`src/rtl/run_length_detector.sv`:
```
// run_length_detector
//   Serial consecutive-bit run detector. Tracks the value and length of the
//   current run of identical samples on w and flags when a zero-run reaches
//   RUN0_LEN or a one-run reaches RUN1_LEN. Level or single-pulse outputs.
//
//   state | meaning
//   ------+-------------------------------------------------------------
//   IDLE  | no sample taken since reset/clear; run_len=0, run_bit=0
//   RUN0  | counting a run of zeros, still shorter than RUN0_LEN
//   RUN1  | counting a run of ones, still shorter than RUN1_LEN
//   HIT0  | zero-run has reached RUN0_LEN; stays here while zeros continue
//   HIT1  | one-run has reached RUN1_LEN; stays here while ones continue
module run_length_detector #(
  parameter int CNT_W    = 8,
  parameter int RUN0_LEN = 4,
  parameter int RUN1_LEN = 4
) (
  input  logic             clk,
  input  logic             rst,
  input  logic             en,
  input  logic             w,
  input  logic             clr,
  input  logic             pulse_mode,
  output logic             out,
  output logic             out0,
  output logic             out1,
  output logic             run_bit,
  output logic [CNT_W-1:0] run_len,
  output logic [4:0]       state
);

  typedef enum logic [4:0] {
    IDLE = 5'b00001,
    RUN0 = 5'b00010,
    RUN1 = 5'b00100,
    HIT0 = 5'b01000,
    HIT1 = 5'b10000
  } state_t;

  // Targets are compared against the incremented count, which is one bit
  // wider than the counter so saturation can be detected from the carry.
  localparam logic [CNT_W:0] LEN0 = (CNT_W+1)'(RUN0_LEN);
  localparam logic [CNT_W:0] LEN1 = (CNT_W+1)'(RUN1_LEN);
  localparam bit             INSTANT0 = (RUN0_LEN == 1);
  localparam bit             INSTANT1 = (RUN1_LEN == 1);

  state_t           state_q, state_d;
  logic [CNT_W-1:0] len_q, len_d;
  logic             bit_q, bit_d;
  logic             out0_q, out0_d;
  logic             out1_q, out1_d;
  logic             out_q, out_d;

  logic [CNT_W:0]   len_inc;
  logic [CNT_W-1:0] len_sat;
  logic             same_bit;
  logic             in_hit0, in_hit1;
  logic             hit0_d, hit1_d;

  // Incremented and saturated run length; the carry bit marks an overflow,
  // in which case the count simply stays at its all-ones maximum.
  always_comb begin
    len_inc = {1'b0, len_q} + {{CNT_W{1'b0}}, 1'b1};
    len_sat = len_inc[CNT_W] ? len_q : len_inc[CNT_W-1:0];
  end

  // First state of a fresh run of value b: straight to HIT when the target is 1.
  function automatic state_t fresh_run(input logic b);
    if (b) fresh_run = INSTANT1 ? HIT1 : RUN1;
    else   fresh_run = INSTANT0 ? HIT0 : RUN0;
  endfunction

  // State register and run tracking; async reset to IDLE.
  always_ff @(posedge clk or posedge rst) begin
    if (rst) begin
      state_q <= IDLE;
      len_q   <= '0;
      bit_q   <= 1'b0;
    end else begin
      state_q <= state_d;
      len_q   <= len_d;
      bit_q   <= bit_d;
    end
  end

  // Next-state, run length and run value.
  always_comb begin
    state_d  = state_q;
    len_d    = len_q;
    bit_d    = bit_q;
    same_bit = (w == bit_q);
    if (clr) begin
      state_d = IDLE;
      len_d   = '0;
      bit_d   = 1'b0;
    end else if (en) begin
      unique case (state_q)
        IDLE: begin
          state_d = fresh_run(w);
          len_d   = {{(CNT_W-1){1'b0}}, 1'b1};
          bit_d   = w;
        end
        RUN0, RUN1, HIT0, HIT1: begin
          if (same_bit) begin
            len_d = len_sat;
            if (state_q == RUN0 && len_inc == LEN0) state_d = HIT0;
            if (state_q == RUN1 && len_inc == LEN1) state_d = HIT1;
          end else begin
            state_d = fresh_run(w);
            len_d   = {{(CNT_W-1){1'b0}}, 1'b1};
            bit_d   = w;
          end
        end
        default: begin
          state_d = IDLE;
          len_d   = '0;
          bit_d   = 1'b0;
        end
      endcase
    end
  end

  // Output decode: level follows the next state, pulse fires only on the
  // sampled edge that enters a HIT state from anywhere else.
  always_comb begin
    in_hit0 = (state_q == HIT0);
    in_hit1 = (state_q == HIT1);
    hit0_d  = (state_d == HIT0);
    hit1_d  = (state_d == HIT1);
    out0_d  = 1'b0;
    out1_d  = 1'b0;
    if (!clr) begin
      if (pulse_mode) begin
        out0_d = en && hit0_d && !in_hit0;
        out1_d = en && hit1_d && !in_hit1;
      end else begin
        out0_d = hit0_d;
        out1_d = hit1_d;
      end
    end
    out_d = out0_d | out1_d;
  end

  // Output registers.
  always_ff @(posedge clk or posedge rst) begin
    if (rst) begin
      out0_q <= 1'b0;
      out1_q <= 1'b0;
      out_q  <= 1'b0;
    end else begin
      out0_q <= out0_d;
      out1_q <= out1_d;
      out_q  <= out_d;
    end
  end

  assign out     = out_q;
  assign out0    = out0_q;
  assign out1    = out1_q;
  assign run_bit = bit_q;
  assign run_len = len_q;
  assign state   = state_q;

endmodule

```
`config.mk`:
```
export PLATFORM = sky130hd
export DESIGN_NAME = run_length_detector
export DESIGN_NICKNAME = d
export VERILOG_FILES = /design/src/rtl/run_length_detector.sv
export SDC_FILE = /design/constraint.sdc
export NUM_CORES = 1
export LEC_CHECK = 0
export CORE_AREA = 4 4 54 56
export CTS_CLUSTER_SIZE = 25
export DETAILED_ROUTE_END_ITERATION = 6
export DIE_AREA = 0 0 58 60
export GPL_TIMING_DRIVEN = 0
export HOLD_SLACK_MARGIN = 0.15
export PLACE_DENSITY = 0.84
export SYNTH_ARGS = -nofsm -noshare
export SYNTH_HDL_FRONTEND = slang
export SYNTH_SLANG_ARGS = --single-unit
```
`constraint.sdc`:
```
create_clock -name clk -period 2.1 [get_ports clk]
set_input_delay 0.21 -clock clk [delete_from_list [all_inputs] [get_ports clk]]
set_output_delay 0.21 -clock clk [all_outputs]
set_load 0.01 [all_outputs]
```
# Word level (Yosys, flattened, before mapping)
# Index checks and enable logic that the tools add are counted.
# word_totals
mem_count,0
output_inout_bits,17
mem_bits_ro,0
latch_bits,0
elab_cells,51
register_bits,17
ramBits,0
# classes
n_mul,0
n_mux,20
n_addsub,1
div,0
eq_ne,11
magnitude_cmp,0
shift,0
reduce_logical,12
bitwise_logic,1
# ops
op,count
8-bit two-way mux,4
5-bit two-way mux,5
8-bit case mux with 2 select lines,1
"5-bit by 4-bit == test with 1-bit output, second input constant",2
"5-bit == test, second input constant",2
5-bit case mux with 2 select lines,1
"8-bit by 1-bit adder with 9-bit output, second input constant",1
"9-bit by 3-bit == test with 1-bit output, second input constant",1
1-bit two-way mux,7
1-bit logical AND,6
"5-bit by 1-bit == test with 1-bit output, second input constant",1
"5-bit by 2-bit == test with 1-bit output, second input constant",1
"5-bit by 3-bit == test with 1-bit output, second input constant",1
"4-bit != test, second input constant",1
2-bit AND reduction,2
4-bit OR reduction,1
3-bit two-way mux,1
"3-bit != test, second input constant",1
1-bit zero test,2
1-bit case mux with 2 select lines,1
2-bit nonzero test,1
1-bit == test,1
1-bit bitwise OR,1

# Depth between registers and ports, before layout
# Gate-level depths: netlist (run 1).
# depth
depth_word,15
depth_mapped,8
depth_no_buf,7

# Worst setup path after synthesis (run 1)
# OpenSTA, ideal clock, no wires.
# synth_timing
path_kind,register to register
from,"register state_q[2], in the netlist state[2]"
to,"register out_q, in the netlist out"
t_required_ns,2.013
t_arrival_ns,1.901
path_slack_ns,0.112
period_less_slack_ns,1.988
path_stages_with_launch,8
cell_sequence,dfrtp_1 > buf_6 > or3_4 > nand2_1 > o31ai_1 > a221o_1 > a221o_1 > a211oi_2
# synth_via
elab_chain_cells,14
# synth_rtl
element,line_no,text
start: declaration,47,"state_t state_q, state_d;"
start signal: assignment,80,state_q <= state_d;
5-bit by 2-bit == test with 1-bit output,"97, 106",
1-bit logical AND,106,if (state_q == RUN0 && len_inc == LEN0) state_d = HIT0;
5-bit two-way mux,106,
5-bit two-way mux,107,if (state_q == RUN1 && len_inc == LEN1) state_d = HIT1;
5-bit two-way mux,104,if (same_bit) begin
5-bit case mux with 2 select lines *,97,unique case (state_q)
5-bit two-way mux *,96,end else if (en) begin
5-bit two-way mux *,92,if (clr) begin
via state_d[0],47,
5-bit by 4-bit == test with 1-bit output or 5-bit == test (tied branches),"128, 129",
"1-bit logical AND, on equally long branches (2 in a row)","134, 135",
1-bit two-way mux,133,if (pulse_mode) begin
1-bit two-way mux,132,if (!clr) begin
1-bit bitwise OR *,141,out_d = out0_d | out1_d;
via out_d,52,"logic out_q, out_d;"
end signal: assignment,153,out_q <= out_d;
end: declaration,52,
# The timed path passes the listed nets; every way through them passes the cells marked *.
# A chain may end at the register's enable or synchronous reset.

# Final worst setup path (run 1)
# Same ends and word-level chain as after synthesis.

==> reports/qor.csv, run 1 <==
stage,metric,value,unit
run_status,status,"finished, final reports clean",
detailed_routing,drtIter0Drc,43,
floorplan,fp.dieH,60,um
critical_path,path_cells,"buf_6, or3_4, nand2_2, o31ai_1, a221o_1, a221o_1, a211oi_2",
synth,synth_warnings,0,
finish,layout_common_cells,"clkdlybuf4s50_1, o21ai_0, buf_4, dfrtp_1, nor2_1",
job,max_cap_violations,0,
timing,tns,0,ns
synth,syn_avg_cell_area,8.57,sq um
critical_path,r2r-end,out$_DFF_PP0_,
power_and_ir_drop,pwr_density_cell,429,nW/um^2
finish,diodes,0,
floorplan,boundaryPins,23,
critical_path,cp_slowest_cell,dfrtp_1,
synth,synth.net_count,146,
global_routing,grt_use_total,0.206,
synth,yosys_most_used_dff,dfrtp_1,
timing,slew_headroom,0.552,
placed_design,port-buffer-count,22,
synth,synth_edf_count,0,
global_routing,antenna_found_initial,0,
synth,netlist.area_leader.share,0.336,
critical_path,reg2reg_depth,7,
critical_path,crit_path_max_incr_delay,0.41,ns
critical_path,worstSetupEndpointType,flop,
critical_path,rrSetupSlack,0.004,ns
power_and_ir_drop,ir_drop,0.301,mV
detailed_routing,drtPass1Iterations,4,
synth,synth_cell_types,51,
timing,maxSlewViolCount,0,
finish,layout.nets,188,
clock_tree,clk_pin_slew,0.10,ns
critical_path,worstPathMaxFanout,8,
synth,seq_area_frac_synth,0.358,
floorplan,die_w,58,um
critical_path,rr_startpoint,state[2]$_DFF_PP0_,
finish,finalNonFillerCells,210,
detailed_routing,vias_per_cell,6.26,
synth,async_flop_share,1.00,
placed_design,hpwl,2310,um
synth,ys_top_cells_by_area,"dfrtp_1, o21ai_0, nand2_1, nor2_1, nand3_1",
clock_tree,numClockSinks,17,
global_routing,grt_max_degree,18,
detailed_routing,drt-total-wl,3700,um
floorplan,start_util,0.490,
critical_path,critPathBufInv,1,
critical_path,crit_type,reg -> reg,
critical_path,cp_top_family,compound AO/OA/AOI/OAI gates,
global_routing,grt_overflow,0,
synth,ys_seq_elements,17,
detailed_routing,remaining_drc_errors,0,
finish,utilization,0.711,
critical_path,crit_path_start_kind,flop,
placed_design,place_inst,191,
placed_design,routabilityCongestion,0.900,
finish,drive_gt1_frac,0.317,
clock_tree,cts_root_buf,clkbuf_4,
critical_path,required,2.31,ns
finish,layout_commonest_cell,clkdlybuf4s50_1,
timing,fin_skew,0.00397,ns
clock_tree,htree_num_levels,1,
critical_path,path_common_cell,a221o_1,
synth,syn_area,1190,sq um
timing,hold_violations,0,
clock_tree,clock_path_buffers,2,
timing,fmax,0.477,GHz
floorplan,core,2430,sq um
timing,final.min_clock_period,2.10,ns
power_and_ir_drop,leakage,0.678,nW
global_routing,grt_pass1_vias,1190,
synth,synth_area_leader_cell,dfrtp_1,
finish,area.growth.synth_to_final,45.3,%
timing,worst_slew_pin_slew,0.671,ns
global_routing,grt_first_pass_wirelength,5530,um
timing,finalSetupViolCount,0,
clock_tree,tritoncts,yes,
detailed_routing,postRouteAntennaNets,0,
synth,syn_inst,139,
timing,rsz0062_at_grt,true,
hold_path,hold_path.class,in -> async,
detailed_routing,vias,1315,
clock_tree,worstSkewPairLatency,0.29,ns
finish,n_fill_cell,180,
critical_path,crit_arrival,2.31,ns
floorplan,die_area,3480,sq um
floorplan,rows,18,
power_and_ir_drop,p_total,0.000742,W
timing,fin_crit_sh,0.998,
clock_tree,numCtsBuffers,3,
timing,hold_ws,0.323,ns
detailed_routing,wire_per_inst,17.6,um
timing repair:
action                     4_1_cts  5_1_grt
hold buffers                     0        0
gates cloned                     0        2
gates resized for setup          9       24
pin swaps                        4       12
setup endpoints to repair       11       11
buffers inserted                 2       11
how the worst max path moves through the flow:
stage	start	endpoint	slack, ns	cells after the start
floorplan	state[2]$_DFF_PP0_	out$_DFF_PP0_	0.11	7
global placement	w	out$_DFF_PP0_	-0.18	7
detailed placement	run_len[0]$_DFFE_PP0P_	out$_DFF_PP0_	-0.24	7
CTS	state[1]$_DFF_PP0_	run_len[5]$_DFFE_PP0P_	0.007	8
global route	run_bit$_DFFE_PP0P_	run_len[0]$_DFFE_PP0P_	-0.06	7
finish	state[2]$_DFF_PP0_	out$_DFF_PP0_	0.004	7
layer usage:
metal	global-route usage	vias up	part of all wire
li1	-	597	-
met1	0.257	619	0.39
met2	0.356	81	0.48
met3	0.0324	18	0.082
met4	0.0828	0	0.042
met5	0	-	0
cells in the mapped netlist, types with 3 or more instances:
cell,count
nand3_1,6
o31ai_1,4
nand2_1,13
inv_1,4
nor2b_1,3
a21oi_1,3
o21ai_0,17
dfrtp_1,16
and2_1,3
nor3_1,5
nor2_1,13
registers in the layout, indices dropped and copies added, names as in the netlist:
name and count:
state 5, run_len 8, out0 1, run_bit 1
out1 1, out 1
metrics by stage:
step	cell area (sq um)	setup WS, ns
floorplan	1190	0.112
global placement	1450	-0.175
detailed placement	1450	-0.240
CTS	1550	0.00660
global route	1730	-0.0615
finish	1730	0.00382
layout make-up:
class,instances,area (sq um),share of cell area
plain buffers,8,65.1,0.0376
flip-flops and latches,17,429,0.248
repair buffers,37,334,0.193
well taps,30,37.5,0.0217
inverters,4,15.0,0.00868
multi-input cells,110,822,0.475
clock buffers,3,22.5,0.0130
clock inverters,1,5.00,0.00289
report_power, final:
part           internal [W]  switching, W  leakage (nW)
Clock             0.0000708      0.000105        0.0177
Combinational     0.0000978      0.000114         0.431
Sequential         0.000339     0.0000162         0.229
logic make-up (layout without fill, tap and decap cells):
family	after synthesis	after routing	synth area share
XOR/XNOR	3	3	0.0221
adder cells (fa/ha/maj)	1	1	0.0105
buffers and inverters	12	53	0.0588
AO/OA/AOI/OAI	46	46	0.279
AND/OR/NAND/NOR	60	60	0.271
flip-flops	17	17	0.358
No activity file was read; power rests on OpenSTA's default activity.
==> inputs of run 2 (changes only) <==
Settings changed: CORE_AREA 4 4 54 56 to 4 4 56 58, DIE_AREA 0 0 58 60 to 0 0 60 62, PLACE_DENSITY 0.84 to 0.81, RECOVER_POWER set to 25.
Clock period 2.1 ns to 1.88 ns, I/O delays scaled along.
==> run 2 against run 1 <==
Against the previous run:
- the flow now finishes with violations (negative setup slack)
- largest cell class unchanged
- largest power group unchanged
- worst hold slack improved by 0.083 ns
- clock power increased by 19%
- sequential power increased by 9.9%
- sequential cell count unchanged
- critical endpoint unchanged
- highest routed layer unchanged
- via count decreased by 0.15%
==> reports/qor.csv, run 2 (same netlist as run 1, synthesis figures left out) <==
stage,metric,value,unit
run_status,status,"complete, but fails checks",
run_status,violations,negative setup slack,
finish,diodes,0,
placed_design,routabilityCongestion,0.902,
critical_path,worstSetupEndpointType,flop,
detailed_routing,drt-total-wl,3820,um
finish,layout_common_cells,"clkdlybuf4s50_1, dfrtp_1, buf_4",
critical_path,crit_type,reg -> reg,
global_routing,grt_util_met3,0.0455,
timing,fin_skew,0.00241,ns
global_routing,grt_overflow,0,
power_and_ir_drop,seqPwrFrac,0.454,
timing,hold_ws,0.406,ns
floorplan,die_area,3720,sq um
detailed_routing,wire_per_inst,18.1,um
clock_tree,worstSkewPairLatency,0.30,ns
clock_tree,cts_root_buf,clkbuf_4,
global_routing,busiest_layer,met2,
finish,layout_commonest_cell,clkdlybuf4s50_1,
finish,largest_reg_flops,8,
critical_path,path_cells,"buf_6, or3_4, nor2_4, nand2_2, a221o_1, a221o_1, a211oi_2",
detailed_routing,vias_per_cell,6.22,
power_and_ir_drop,ir_drop,0.399,mV
finish,area.growth.synth_to_final,48.7,%
clock_tree,numCtsBuffers,3,
detailed_routing,drtPass1Iterations,5,
critical_path,crit_arrival,2.26,ns
floorplan,boundaryPins,23,
floorplan,fp.dieH,62,um
global_routing,grt_pass1_vias,1344,
finish,layout.nets,188,
placed_design,hpwl,2340,um
global_routing,grt_first_pass_wirelength,6040,um
detailed_routing,postRouteAntennaNets,0,
timing,fin_crit_sh,1.08,
timing,hold_violations,0,
placed_design,port-buffer-count,22,
critical_path,cp_slowest_cell,or3_4,
global_routing,antenna_found_initial,0,
critical_path,path_common_cell,a221o_1,
critical_path,crit_path_max_incr_delay,0.41,ns
floorplan,start_util,0.447,
finish,drive_gt1_frac,0.333,
floorplan,rows,19,
timing,worst_slew_pin_slew,0.662,ns
timing,slew_headroom,0.558,
critical_path,reg2reg_depth,7,
global_routing,grt_max_degree,18,
critical_path,crit_path_start_kind,flop,
timing,final.min_clock_period,2.03,ns
timing,rsz0062_at_grt,true,
floorplan,core,2660,sq um
power_and_ir_drop,leakage,0.698,nW
global_routing,grt_use_total,0.215,
timing,maxSlewViolCount,0,
floorplan,die_w,60,um
clock_tree,numClockSinks,17,
clock_tree,htree_num_levels,1,
finish,finalNonFillerCells,211,
power_and_ir_drop,power_switching,0.000282,W
clock_tree,clk_pin_slew,0.11,ns
power_and_ir_drop,pwr_density_cell,485,nW/um^2
hold_path,hold_path.class,in -> async,
clock_tree,tritoncts,yes,
power_and_ir_drop,clkPwrFrac,0.244,
placed_design,place_inst,192,
critical_path,required,2.11,ns
clock_tree,clock_path_buffers,2,
timing,worst_slack,-0.153,ns
detailed_routing,remaining_drc_errors,0,
timing,finalSetupViolCount,11,
global_routing,use_met2,0.395,
power_and_ir_drop,switching_share,0.328,
global_routing,gr-usage-met1,0.246,
power_and_ir_drop,intPower,0.000578,W
detailed_routing,drtIter0Drc,55,
detailed_routing,vias,1313,
critical_path,worstPathMaxFanout,8,
clock_tree,cts_hold_buf,0,
timing,fmax,0.492,GHz
finish,utilization,0.665,
placed_design,dp_slack,-0.556,ns
power_and_ir_drop,pwr-share-comb,0.303,
job,max_cap_violations,0,
-- run 2: critical path: cells and delay by family, from the launching register on --
| family | cells | cell delay [ns] |
|---|---|---|
| AO/OA/AOI/OAI | 3 | 0.80 |
| buffers and inverters | 1 | 0.16 |
| AND/OR/NAND/NOR | 3 | 0.58 |
| flip-flops | 1 | 0.40 |
-- run 2: power by group through the flow --
| stage | logic, W | clock network, W | registers, W |
|---|---|---|---|
| 2_1_floorplan | 0.000123 | 0 | 0.000400 |
| 3_5_place_dp | 0.000189 | 0 | 0.000399 |
| 6_report | 0.000260 | 0.000210 | 0.000390 |
| 5_1_grt | 0.000278 | 0.000230 | 0.000392 |
| 4_1_cts | 0.000238 | 0.000217 | 0.000390 |
| 3_3_place_gp | 0.000185 | 0 | 0.000398 |
-- run 2: repair_timing --
| item | in CTS | in global routing |
|---|---|---|
| gates resized for setup | 21 | 12 |
| cloned | 1 | 0 |
| setup buffers | 13 | 1 |
| pin swaps | 10 | 8 |
| setup endpoints to repair | 12 | 13 |
-- run 2: layout make-up --
| class | instances | area (sq um) |
|---|---|---|
| Clock inverter | 1 | 5.00 |
| Timing Repair Buffer | 37 | 337 |
| Sequential cell | 17 | 427 |
| Clock buffer | 3 | 22.5 |
| Inverter | 4 | 15.0 |
| Multi-Input combinational cell | 110 | 862 |
| Fill cell | 212 | 891 |
| Buffer | 8 | 65.1 |
| Tap cell | 31 | 38.8 |
-- run 2: worst paths after layout --
path	from	to	slack, ns
min	rst	out0$_DFF_PP0_	0.41
max reg2reg	state[3]$_DFF_PP0_	out$_DFF_PP0_	-0.15
min in group clk	run_len[1]$_DFFE_PP0P_	run_len[1]$_DFFE_PP0P_	0.63
min reg2reg	run_len[1]$_DFFE_PP0P_	run_len[1]$_DFFE_PP0P_	0.63
max	state[3]$_DFF_PP0_	out$_DFF_PP0_	-0.15
max in group asynchronous	rst	state[4]$_DFF_PP0_	1.05
-- run 2: metrics by stage --
step                power (W)  cell area (sq um)  TNS [ns]
CTS                  0.000845               1700     -1.17
global route         0.000900               1770     -2.35
finish               0.000860               1770     -1.25
floorplan            0.000524               1220    -0.271
global placement     0.000583               1480     -4.62
detailed placement   0.000588               1480     -4.92
-- run 2: metal layers --
layer / up-vias / wire length [um]
met5: - / 0
met4: 0 / 98
met3: 11 / 241
met2: 60 / 2010
met1: 640 / 1460
li1: 602 / -
